--- src/rtl/match_evt_pkg.sv ---
// rtl/match_evt_pkg.sv - shared types for the match event qualifier
package match_evt_pkg;

    localparam logic [1:0] IDLE_ENC = 2'b00;
    localparam int DEF_CNT_W = 8;

    typedef enum logic [1:0] {
        IDLE = IDLE_ENC,
        RUN  = 2'b01,
        HOLD = 2'b10
    } state_t;

    typedef struct packed {
        logic [DEF_CNT_W-1:0] len;
        logic                 d;
    } rec_t;

endpackage

--- src/rtl/match_evt_fifo.sv ---
// rtl/match_evt_fifo.sv - record FIFO with sticky drop-on-full overflow flag
module match_evt_fifo #(
    parameter int DEPTH = 2,
    parameter int WIDTH = 9
) (
    input  logic             clk,
    input  logic             rst,
    input  logic             push,
    input  logic [WIDTH-1:0] push_data,
    input  logic             pop,
    output logic             full,
    output logic             empty,
    output logic [WIDTH-1:0] head,
    output logic             overflow
);
    localparam int PTR_W = (DEPTH > 1) ? $clog2(DEPTH) : 1;
    localparam int CNT_W = $clog2(DEPTH + 1);
    localparam logic [PTR_W-1:0] LAST = PTR_W'(DEPTH - 1);

    logic [WIDTH-1:0] mem [DEPTH];
    logic [PTR_W-1:0] wr_ptr;
    logic [PTR_W-1:0] rd_ptr;
    logic [CNT_W-1:0] count;
    logic             do_pop;
    logic             do_push;

    assign empty   = (count == '0);
    assign full    = (count == CNT_W'(DEPTH));
    assign do_pop  = pop && !empty;
    // A full FIFO still accepts a push when the head leaves in the same cycle.
    assign do_push = push && (!full || do_pop);
    assign head    = empty ? '0 : mem[rd_ptr];

    always_ff @(posedge clk) begin
        if (rst) begin
            wr_ptr   <= '0;
            rd_ptr   <= '0;
            count    <= '0;
            overflow <= 1'b0;
        end else begin
            if (do_push) begin
                mem[wr_ptr] <= push_data;
                wr_ptr      <= (wr_ptr == LAST) ? '0 : wr_ptr + PTR_W'(1);
            end
            if (do_pop) begin
                rd_ptr <= (rd_ptr == LAST) ? '0 : rd_ptr + PTR_W'(1);
            end
            if (do_push && !do_pop) begin
                count <= count + CNT_W'(1);
            end else if (do_pop && !do_push) begin
                count <= count - CNT_W'(1);
            end
            if (push && !do_push) begin
                overflow <= 1'b1;
            end
        end
    end

endmodule

--- src/rtl/match_event_qualifier.sv ---
// rtl/match_event_qualifier.sv - qualifies runs of match flags into buffered event records
module match_event_qualifier
    import match_evt_pkg::*;
#(
    parameter int MIN_RUN    = 3,
    parameter int CNT_W      = 8,
    parameter int HOLDOFF    = 4,
    parameter int FIFO_DEPTH = 2
) (
    input  logic             clk,
    input  logic             rst,
    input  logic             in_valid,
    input  logic             y_in,
    input  logic             d_in,
    output logic             out_valid,
    input  logic             out_ready,
    output logic [CNT_W-1:0] out_len,
    output logic             out_d,
    output logic             overflow,
    output logic             busy
);
    localparam int HOLD_W = (HOLDOFF > 0) ? $clog2(HOLDOFF + 1) : 1;
    localparam logic [HOLD_W-1:0] HOLD_LOAD = HOLD_W'(HOLDOFF);
    localparam logic [CNT_W-1:0]  MIN_LEN   = CNT_W'(MIN_RUN);

    state_t            state;
    logic [CNT_W-1:0]  run_cnt;
    logic              d_acc;
    logic [HOLD_W-1:0] hold_cnt;
    logic              push;
    logic              fifo_full;
    logic              fifo_empty;

    // The terminating sample pushes combinationally so the record lands on that same edge.
    assign push = in_valid && (state == RUN) && !y_in && (run_cnt >= MIN_LEN);

    always_ff @(posedge clk) begin
        if (rst) begin
            state    <= IDLE;
            run_cnt  <= '0;
            d_acc    <= 1'b0;
            hold_cnt <= '0;
        end else begin
            case (state)
                IDLE: begin
                    if (in_valid && y_in) begin
                        state   <= RUN;
                        run_cnt <= CNT_W'(1);
                        d_acc   <= d_in;
                    end
                end
                RUN: begin
                    if (in_valid) begin
                        if (y_in) begin
                            run_cnt <= (run_cnt == '1) ? run_cnt : run_cnt + CNT_W'(1);
                            d_acc   <= d_acc | d_in;
                        end else begin
                            run_cnt <= '0;
                            d_acc   <= 1'b0;
                            if (push && (HOLDOFF > 0)) begin
                                state    <= HOLD;
                                hold_cnt <= HOLD_LOAD;
                            end else begin
                                state <= IDLE;
                            end
                        end
                    end
                end
                HOLD: begin
                    if (hold_cnt <= HOLD_W'(1)) begin
                        state    <= IDLE;
                        hold_cnt <= '0;
                    end else begin
                        hold_cnt <= hold_cnt - HOLD_W'(1);
                    end
                end
                default: state <= IDLE;
            endcase
        end
    end

    match_evt_fifo #(
        .DEPTH(FIFO_DEPTH),
        .WIDTH(CNT_W + 1)
    ) u_fifo (
        .clk      (clk),
        .rst      (rst),
        .push     (push),
        .push_data({run_cnt, d_acc}),
        .pop      (out_ready),
        .full     (fifo_full),
        .empty    (fifo_empty),
        .head     ({out_len, out_d}),
        .overflow (overflow)
    );

    assign out_valid = !fifo_empty;
    assign busy      = (state != IDLE) || !fifo_empty || fifo_full;

endmodule

--- config.mk ---
export PLATFORM = sky130hd
export DESIGN_NAME = match_event_qualifier
export DESIGN_NICKNAME = d
export VERILOG_FILES = /design/src/rtl/match_evt_pkg.sv /design/src/rtl/match_evt_fifo.sv /design/src/rtl/match_event_qualifier.sv
export SDC_FILE = /design/constraint.sdc
export NUM_CORES = 1
export LEC_CHECK = 0
export CORE_ASPECT_RATIO = 1.4
export CORE_MARGIN = 2
export CORE_UTILIZATION = 55
export DETAILED_ROUTE_END_ITERATION = 7
export PLACE_DENSITY_LB_ADDON = 0.3
export SLEW_MARGIN = 20
export SYNTH_ARGS = -nofsm -noshare
export SYNTH_HDL_FRONTEND = slang
export SYNTH_SLANG_ARGS = --single-unit
--- constraint.sdc ---
create_clock -name clk -period 2.75 [get_ports clk]
set_clock_uncertainty 0.1 [all_clocks]
set_input_delay 0.55 -clock clk [delete_from_list [all_inputs] [get_ports clk]]
set_output_delay 0.55 -clock clk [all_outputs]
set_load 0.05 [all_outputs]
==> metrics.txt <==
status=completed; WL per Instance=13.6 um; CTS Buf Count=5; peak supply drop=0.431 mV; Crit. End Element=output port; setup TNS=0 ns; max-slew violations=0; synthesis-to-layout area growth=18.5%; Req. time, crit path=2.10 ns; Detail Route Antenna Nets=0; Post-Place Cell Area=0.00198 mm^2; Fill cells=245; slew margin rel.=66.4%; I/O Buffers=17; P_leak=0.000712 uW; share of cells above drive strength 1=12.8%; total global-route track usage=19.2%; clk_lat worst skew=0.29 ns; Worst Max-Slew Pin Slew=0.502 ns; ys async rst share=0%; Synth top area share=30.8%; sequential element share of the synthesized area=53.6%; Final Critical Period=2.61 ns; Initial Util=56.7%; flip-flop and latch area=941 um^2; Hold Slack=0.373 ns; predominant post-synthesis flop cell=dfxtp_1; die height=70.8 um; area of the multi-input gates=752 um^2; total gr overflow=0; Cell Rows=24; flops & latches, synth=38; CTS tree=done; Max Cap Viol=0; CTS clk-pin slew, worst paths=0.07 ns; HP Class=reg -> reg; Final setup viols=0; CTS H-tree depth=2; # DRC=0; Final period util=94.9%; Max Fanout on Critical Path=9; post-synthesis cell type count=42; post-CTS repair timing setup buffer count=0; final instance area=0.00208 mm^2; Startpoint Class=flop; top-count cell post-synth=nor2_1; GPL Wtd Cong=0.815; Via Count=1,275; I/O pin cnt=18; vias in the first global route=1,208; Final HPWL DP=2.30 mm; die area=0.00366 mm^2; Root Buffer=clkbuf_8; unrepaired setup endpoints after global routing=no; Via density=5.62; final-stage net count=197; CP cell instances=mux2i_1, nor2_1, clkdlybuf4s50_1; Synth area leader=edfxtp_1; iteration-0 DRC count of the detailed router=39; Chip Width=51.7 um; # clock sinks=38; maximum operating frequency=383 MHz; core area=0.00309 mm^2; number of iterations in the first detailed-routing pass=4; CP max stage delay=0.81 ns; Routed WL=3.10 mm; synthesized cell area=0.00175 mm^2; count of final hold-check violations=0; Antenna Cells=0; Data arrival, critical path=1.96 ns; worst setup path category=reg -> out; largest net degree at the start of global routing=14; slowest stage cell, crit path=clkdlybuf4s50_1; Synth top cells by count=22 x nor2_1, 20 x dfxtp_1, 18 x edfxtp_1; warnings from Yosys=0; Synth area leaders=edfxtp_1 31%, dfxtp_1 23%, mux2i_1 6.3%; Power Dens Cells=575 mW/mm^2; syn_area_per_cell=10.8 um^2; maximum clock insertion buffer count=2; initial antenna violation count=0; Synth Net Count=173; number of synthesized flops with an enable pin=18; first-pass GRT wire length=5.27 mm; Cells after Synth=163
-- cell type report --
class	instances	area share [%]
Clock buffer	6	3.97
Clock inverter	2	0.602
Inverter	10	1.81
Multi-Input combinational cell	110	36.2
Sequential cell	38	45.2
Tap cell	39	2.35
Timing Repair Buffer	22	9.87
-- state kept, by name, indices dropped and copies added, names as in the netlist, named ones only --
register and cells:
u_fifo.count 2, run_cnt 8, u_fifo.wr_ptr 1, d_acc 1
u_fifo.mem 18, u_fifo.rd_ptr 1, state 2, u_fifo.overflow 1
hold_cnt 3
-- worst max-delay path, delay by kind of cell, from the launching register on --
kind | cells | cell delay, ns
buf+inv | 1 | 0.81
flops | 1 | 0.62
mux | 1 | 0.13
simple gates | 1 | 0.11
-- worst paths after layout --
path / cells past startpoint / start / endpoint / slack (ns)
max: 3 / flop / out_len[0] / 0.14
min: 0 / d_acc / u_fifo.mem[1][0] / 0.37
max reg2reg: 8 / run_cnt[0] / u_fifo.count[1] / 0.42
min reg2reg: 0 / d_acc / u_fifo.mem[1][0] / 0.37
-- cells by family (layout without fill, tap and decap cells) --
logic type               Yosys count  after routing  synth area share (%)
flip-flops                        38             38                  53.6
buffers and inverters             15             40                  3.64
adder cells (fa/ha/maj)            4              4                  2.85
AND/OR/NAND/NOR                   56             56                  18.3
multiplexers                      11             11                  6.28
AO/OA/AOI/OAI                     34             34                  12.8
XOR/XNOR                           5              5                  2.50
-- repair_timing --
| action | CTS | global route |
|---|---|---|
| hold buffers | 0 | 0 |
| gates resized for setup | 0 | 1 |
| setup endpoints to repair | 0 | 10 |
-- report_power, final --
| part | leakage (uW) | total, uW | internal (uW) | switching (uW) |
|---|---|---|---|---|
| Sequential | 0.000333 | 616 | 599 | 17.5 |
| Combinational | 0.000331 | 187 | 67.0 | 120 |
| Clock | 0.0000472 | 392 | 201 | 191 |
| Total | 0.000712 | 1200 | 867 | 328 |
-- metal layers --
metal	vias to the layer above	wire (um)	track usage, %
li1	641	-	-
met1	593	1200	20.8
met2	33	1700	34.5
met5	-	0	0
met4	0	68	8.77
met3	8	130	4.64
-- per-stage QoR --
stage                     total power [uW]  std cells  setup WS [ns]  util (%)
after floorplan                        757        163          0.266         -
final                                 1200        227          0.139      67.2
after detailed placement               815        219          0.144      64.1
after global placement                 810        219          0.251      64.1
after global routing                  1230        227         0.0151      67.2
after CTS                             1200        227       0.000440      67.2
-- cells in the final DEF, fill, tap and decap left out, drive strengths merged, types with 2 or more instances in the layout --
cell type and instances:
nand4 3, nor2b 2, ha 4, dfxtp 20, xor2 4, nor2 22
edfxtp 18, nor3 4, nor3b 3, o21ai 6, clkbuf 6, or3 4
inv 10, nor4 3, a211oi 4, a21oi 13, a31o 2, nand3b 3
clkdlybuf4s50 16, nand2b 5, mux2i 11, nand3 3, buf 6
(Power assumes the default switching activity.)
